--- src/rtl/npc_wb_pkg.sv ---
// -----------------------------------------------------------------------------
// npc_wb_pkg
// Shared definitions for the NPC writeback stage and the load extender:
//   - XLEN            : architectural register width (RV64)
//   - wb_state_e      : writeback FSM states
//   - F3_*            : load funct3 width/sign codes
// -----------------------------------------------------------------------------
package npc_wb_pkg;

  localparam int XLEN = 64;

  typedef enum logic [1:0] {
    IDLE     = 2'd0,
    WAIT_MEM = 2'd1,
    WRITE    = 2'd2
  } wb_state_e;

  localparam logic [2:0] F3_LB  = 3'b000;
  localparam logic [2:0] F3_LH  = 3'b001;
  localparam logic [2:0] F3_LW  = 3'b010;
  localparam logic [2:0] F3_LD  = 3'b011;
  localparam logic [2:0] F3_LBU = 3'b100;
  localparam logic [2:0] F3_LHU = 3'b101;
  localparam logic [2:0] F3_LWU = 3'b110;

endpackage

--- src/rtl/wb_stage_load_ext.sv ---
// -----------------------------------------------------------------------------
// load_ext
// Purely combinational load data aligner/extender. Also intended for reuse by
// the LSU bypass path.
// Ports:
//   rdata   in  DW  raw 8-byte-aligned load data
//   addr_lo in  3   byte offset of the access within the 8-byte word
//   funct3  in  3   load width/sign code
//   result  out DW  aligned and extended load value
// The data is shifted right by addr_lo bytes with zero fill, so any bytes that
// would lie beyond the top of the word read as zero (misalignment unchecked).
// funct3 = 3'b111 is treated as a full-width load.
// -----------------------------------------------------------------------------
module load_ext
  import npc_wb_pkg::*;
#(
  parameter int DW = XLEN
) (
  input  logic [DW-1:0] rdata,
  input  logic [2:0]    addr_lo,
  input  logic [2:0]    funct3,
  output logic [DW-1:0] result
);

  logic [DW-1:0] shifted;

  assign shifted = rdata >> {addr_lo, 3'b000};

  always_comb begin
    result = shifted;
    case (funct3)
      F3_LB:   result = {{(DW-8){shifted[7]}},   shifted[7:0]};
      F3_LH:   result = {{(DW-16){shifted[15]}}, shifted[15:0]};
      F3_LW:   result = {{(DW-32){shifted[31]}}, shifted[31:0]};
      F3_LBU:  result = {{(DW-8){1'b0}},  shifted[7:0]};
      F3_LHU:  result = {{(DW-16){1'b0}}, shifted[15:0]};
      F3_LWU:  result = {{(DW-32){1'b0}}, shifted[31:0]};
      default: result = shifted;  // LD and the reserved 3'b111 code
    endcase
  end

endmodule

--- src/rtl/wb_stage.sv ---
// -----------------------------------------------------------------------------
// wb_stage
// Writeback stage of the NPC core: accepts one retiring instruction per
// handshake, waits for load data when needed, aligns/extends it and drives the
// register file write port (sole writer of the register file).
// Optional feature macro: WB_COMMIT_TRACE_EN adds a commit trace
// (commit_valid/commit_pc) and the PC latch behind it.
// Ports:
//   clk, rst                      clock, synchronous active-high reset
//   in_valid / in_ready           instruction handshake
//   in_rd, in_result, in_is_load  destination, ALU result, load flag
//   in_funct3, in_addr_lo         load width/sign code and byte offset
//   in_pc                         instruction PC (trace only)
//   mem_rvalid, mem_rdata         load data return (single-cycle pulse)
//   rf_wen, rf_waddr, rf_wdata    registered register file write port
//   commit_valid, commit_pc       registered commit trace (macro only)
// The registered rf_* outputs *are* the WRITE cycle: they are loaded on the
// edge that enters WRITE, so a same-cycle accept in WRITE only touches the
// instruction latches and never disturbs the write in flight.
// -----------------------------------------------------------------------------
module wb_stage
  import npc_wb_pkg::*;
#(
  parameter int ADDR_WIDTH = 5,
  parameter int DATA_WIDTH = XLEN
) (
  input  logic                  clk,
  input  logic                  rst,
  input  logic                  in_valid,
  output logic                  in_ready,
  input  logic [ADDR_WIDTH-1:0] in_rd,
  input  logic [DATA_WIDTH-1:0] in_result,
  input  logic                  in_is_load,
  input  logic [2:0]            in_funct3,
  input  logic [2:0]            in_addr_lo,
  input  logic [63:0]           in_pc,
  input  logic                  mem_rvalid,
  input  logic [DATA_WIDTH-1:0] mem_rdata,
  output logic                  rf_wen,
  output logic [ADDR_WIDTH-1:0] rf_waddr,
  output logic [DATA_WIDTH-1:0] rf_wdata
`ifdef WB_COMMIT_TRACE_EN
  ,
  output logic                  commit_valid,
  output logic [63:0]           commit_pc
`endif
);

  wb_state_e             state_q, state_d;
  logic [ADDR_WIDTH-1:0] rd_q, rd_d;
  logic [2:0]            funct3_q, funct3_d;
  logic [2:0]            addr_lo_q, addr_lo_d;
  logic                  rf_wen_q, rf_wen_d;
  logic [ADDR_WIDTH-1:0] rf_waddr_q, rf_waddr_d;
  logic [DATA_WIDTH-1:0] rf_wdata_q, rf_wdata_d;
  logic [DATA_WIDTH-1:0] load_data;
  logic                  accept;

`ifdef WB_COMMIT_TRACE_EN
  logic [63:0] pc_q, pc_d;
  logic        commit_valid_q, commit_valid_d;
  logic [63:0] commit_pc_q, commit_pc_d;
`else
  logic unused_pc;
  assign unused_pc = ^in_pc;
`endif

  assign in_ready = !rst && (state_q != WAIT_MEM);
  assign accept   = in_valid && in_ready;

  load_ext #(
    .DW(DATA_WIDTH)
  ) u_load_ext (
    .rdata  (mem_rdata),
    .addr_lo(addr_lo_q),
    .funct3 (funct3_q),
    .result (load_data)
  );

  always_comb begin
    state_d    = state_q;
    rd_d       = rd_q;
    funct3_d   = funct3_q;
    addr_lo_d  = addr_lo_q;
    rf_wen_d   = 1'b0;
    rf_waddr_d = rf_waddr_q;
    rf_wdata_d = rf_wdata_q;
`ifdef WB_COMMIT_TRACE_EN
    pc_d           = pc_q;
    commit_valid_d = 1'b0;
    commit_pc_d    = commit_pc_q;
`endif

    case (state_q)
      IDLE, WRITE: begin
        state_d = IDLE;
        if (accept) begin
          rd_d      = in_rd;
          funct3_d  = in_funct3;
          addr_lo_d = in_addr_lo;
`ifdef WB_COMMIT_TRACE_EN
          pc_d      = in_pc;
`endif
          if (in_is_load) begin
            state_d = WAIT_MEM;
          end else begin
            state_d = WRITE;
            // x0 retires without a write; the port keeps its last values.
            if (in_rd != '0) begin
              rf_wen_d   = 1'b1;
              rf_waddr_d = in_rd;
              rf_wdata_d = in_result;
            end
`ifdef WB_COMMIT_TRACE_EN
            commit_valid_d = 1'b1;
            commit_pc_d    = in_pc;
`endif
          end
        end
      end

      WAIT_MEM: begin
        if (mem_rvalid) begin
          state_d = WRITE;
          if (rd_q != '0) begin
            rf_wen_d   = 1'b1;
            rf_waddr_d = rd_q;
            rf_wdata_d = load_data;
          end
`ifdef WB_COMMIT_TRACE_EN
          commit_valid_d = 1'b1;
          commit_pc_d    = pc_q;
`endif
        end
      end

      default: state_d = IDLE;
    endcase
  end

  always_ff @(posedge clk) begin
    if (rst) begin
      state_q    <= IDLE;
      rd_q       <= '0;
      funct3_q   <= '0;
      addr_lo_q  <= '0;
      rf_wen_q   <= 1'b0;
      rf_waddr_q <= '0;
      rf_wdata_q <= '0;
    end else begin
      state_q    <= state_d;
      rd_q       <= rd_d;
      funct3_q   <= funct3_d;
      addr_lo_q  <= addr_lo_d;
      rf_wen_q   <= rf_wen_d;
      rf_waddr_q <= rf_waddr_d;
      rf_wdata_q <= rf_wdata_d;
    end
  end

`ifdef WB_COMMIT_TRACE_EN
  always_ff @(posedge clk) begin
    if (rst) begin
      pc_q           <= '0;
      commit_valid_q <= 1'b0;
      commit_pc_q    <= '0;
    end else begin
      pc_q           <= pc_d;
      commit_valid_q <= commit_valid_d;
      commit_pc_q    <= commit_pc_d;
    end
  end

  assign commit_valid = commit_valid_q;
  assign commit_pc    = commit_pc_q;
`endif

  assign rf_wen   = rf_wen_q;
  assign rf_waddr = rf_waddr_q;
  assign rf_wdata = rf_wdata_q;

endmodule

--- config.mk ---
export PLATFORM = sky130hd
export DESIGN_NAME = wb_stage
export DESIGN_NICKNAME = d
export VERILOG_FILES = /design/src/rtl/npc_wb_pkg.sv /design/src/rtl/wb_stage_load_ext.sv /design/src/rtl/wb_stage.sv
export SDC_FILE = /design/constraint.sdc
export NUM_CORES = 1
export LEC_CHECK = 0
export ABC_AREA = 1
export CAP_MARGIN = 20
export CORE_MARGIN = 2
export CORE_UTILIZATION = 43
export CTS_CLUSTER_DIAMETER = 120
export DETAILED_ROUTE_END_ITERATION = 8
export GPL_TIMING_DRIVEN = 0
export PLACE_DENSITY = 0.81
export SYNTH_ARGS = -nofsm -noshare
export SYNTH_HDL_FRONTEND = slang
export SYNTH_SLANG_ARGS = --single-unit
export TNS_END_PERCENT = 1
--- constraint.sdc ---
create_clock -name clk -period 1.6 [get_ports clk]
set_input_delay 0.16 -clock clk [delete_from_list [all_inputs] [get_ports clk]]
set_output_delay 0.16 -clock clk [all_outputs]
set_load 0.02 [all_outputs]
==> flow_summary.yaml <==
outcome:
  outcome: "finished with violations"
  violations: "setup timing"
setup_path:
  required_ns: 1.84
  crit_fanout: 6
  cp.arrival_ns: 2.01
  r2r_cells: 12
  startpoint: "addr_lo_q[0]"
  endpoint_kind: "flip-flop"
  start_kind: "flip-flop"
  critPathKind: "reg -> reg"
  r2r-start: "addr_lo_q[0]"
detailed_routing:
  dr.pass1.iters: 6
  wire_per_inst_um: 19.5
  via_per_inst: 5.79
  drc: 0
  wirelength_mm: 28.3
  drt-initial-drc-count: 958
  drtAntennaViolNets: 0
  route.vias.total: 8418
grt:
  grt_pass1_wl_mm: 40.7
  grt_overflow: 0
  grt_pass1_vias: 7683
  grt_usage_pct: 35.6
  grt_max_degree: 16
  antenna_found_initial: 0
yosys:
  seq_area_frac_synth_pct: 27.4
  synthCells: 1021
  netlist_area_um2: 6070
  synth_edf_count: 0
  ys.flop_type: "dfxtp_1"
  synth.avg_cell_area_um2: 5.95
  ys_types: 26
  synth-async-reset-ratio_pct: 0
  ys_warn_count: 0
  ys_ff_latch: 83
  synth_fp_nets: 1229
timing:
  setup_viol: 69
  rsz0062_at_grt: "true"
  worstMarginPinSlew_ns: 0.534
  fin_crit_sh_pct: 110
  slew_headroom_pct: 64.4
  slew_viol_final: 0
  fmax_mhz: 567
  hold_viol: 0
  period_minus_slack_ns: 1.76
  finClkSkew_ns: 0.00906
  setup_slack_ns: -0.164
clock_network:
  tritoncts: "done"
  clockBufferDepth: 2
  cts_sinks: 83
  cts_buffers: 9
  cts_root_buf: "clkbuf_16"
  insertion_delay_ns: 0.35
  cts-htree-levels: 3
  cts_hold_buf: 0
  clk_pin_slew_ns: 0.07
placed_design:
  gp_congestion: 1.03
  dp_cells: 1415
  io_buffers: 214
  dp_hpwl_mm: 20.9
run:
  cap_violations: 0
power_and_ir_drop:
  power_per_cell_area_nw_per_um2: 749
  p_clk_share_pct: 28.3
  seq_power_share_pct: 31.9
  peakVddDrop_mv: 0.466
  p_sw_w: 0.00265
  leakagePower_nw: 4.23
  intPower_w: 0.00454
  combPwrFrac_pct: 39.9
  p_sw_share_pct: 36.9
floorplan:
  num_rows: 43
  boundaryPins: 279
  dieArea_um2: 15100
  core_area_um2: 13800
  start_util_pct: 43.9
  fp.dieH_um: 123
  die_w_um: 123
final_layout:
  layout.nets: 1475
  final_util_pct: 69.5
  final_cells: 1453
  syn2layout_area_growth_pct: 58.2
  drive_above_1_share_pct: 20.0
min_path:
  hp-start: "in_result[10]"
  min_path_cells: 3
  hold_path.class: "in -> reg"
[power groups by stage]
| stage | Clock (W) | Combinational (W) | Sequential [W] |
|---|---|---|---|
| detailed placement | 0 | 0.00235 | 0.00232 |
| global placement | 0 | 0.00233 | 0.00232 |
| floorplan | 0 | 0.00113 | 0.00246 |
| finish | 0.00203 | 0.00287 | 0.00229 |
| global route | 0.00212 | 0.00303 | 0.00230 |
| CTS | 0.00203 | 0.00244 | 0.00228 |
[state kept, by name, summed over array words and instances, names as in the netlist]
| register | cells |
|---|---|
| rd_q | 5 |
| funct3_q | 3 |
| rf_wen | 1 |
| rf_waddr | 5 |
| state_q | 2 |
| rf_wdata | 64 |
| addr_lo_q | 3 |
[cells in the final DEF, fill, tap and decap left out, drive strengths merged]
cell type and n:
nor2 66, diode 1, o21ai 135, dlygate4sd2 1, or2 39, nand3 96, dfxtp 83, a21oi 102
o21bai 10, clkinv 1, mux2i 1, nand2 325, buf 71, o211ai 2, nand4 33, inv 44
clkbuf 43, clkdlybuf4s50 213, nor3 3, clkinvlp 4
[area by class of cell]
cell class | count | area (um^2)
fill | 1203 | 4220
antenna | 1 | 2.50
multi-input combinational | 812 | 4180
inverter | 43 | 175
buffer | 84 | 706
timing repair buffer | 234 | 2370
tap | 180 | 225
clock buffer | 10 | 229
sequential | 83 | 1670
clock inverter | 6 | 47.5
[worst max-delay path, cell delays in order, from the launching register on]
cell,delay (ns)
dfxtp_4,0.37
inv_4,0.05
buf_8,0.13
buf_12,0.14
buf_12,0.13
nand2_1,0.05
nand2_1,0.06
o21ai_1,0.29
nand2_1,0.11
nand2_1,0.07
o21ai_1,0.05
nor2_1,0.14
nor2_1,0.07
[kinds of logic after synthesis]
kind of cell / share of synthesized area, %
AND/OR/NAND/NOR: 40.5
AO/OA/AOI/OAI: 21.7
multiplexers: 0.165
buffers and inverters: 10.2
flip-flops: 27.4
[path summary, 6_finish.rpt]
check / slack, ns / to
setup reg to reg: -0.16 / rf_wdata[1]
hold / removal: 0.43 / rf_wdata[10]
hold reg to reg: 0.48 / rd_q[4]
setup / recovery: -0.16 / rf_wdata[1]
[stage by stage]
stage	setup TNS (ns)	hold slack [ns]	setup slack (ns)	cell area (um^2)	power, W
2_1_floorplan	0	0.232	0.0579	6070	0.00359
3_3_place_gp	-32.79	0.461	-0.509	8440	0.00465
3_5_place_dp	-31.27	0.463	-0.499	8440	0.00467
4_1_cts	-5.56	0.425	-0.115	8870	0.00676
5_1_grt	-9.27	0.438	-0.184	9600	0.00745
6_report	-4.15	0.429	-0.164	9610	0.00719
[cells in the mapped netlist, types with 10 or more instances]
cell / instances / area, um^2
nand2_1: 319 / 1200
o21ai_0: 118 / 591
nand3_1: 92 / 460
a21oi_1: 91 / 455
dfxtp_1: 83 / 1660
nor2_1: 63 / 236
or2_2: 39 / 244
buf_2: 38 / 190
inv_1: 38 / 143
nand4_1: 33 / 206
clkbuf_1: 22 / 82.6
o21ai_1: 17 / 85.1
a21oi_2: 11 / 96.3
o21bai_1: 10 / 75.1
[per-layer routing]
layer / share of wire (%) / track usage (%)
met2: 45 / 55.7
met4: 5.8 / 21.3
met3: 10 / 7.48
met1: 39 / 44.7
met5: 0 / 0
[repair_timing]
action | 4_1_cts | 5_1_grt
gates cloned | 0 | 9
gates resized for setup | 62 | 182
pin swaps | 3 | 40
endpoints found under the setup margin | 83 | 81
buffers inserted | 1 | 11
(Power assumes the default switching activity.)
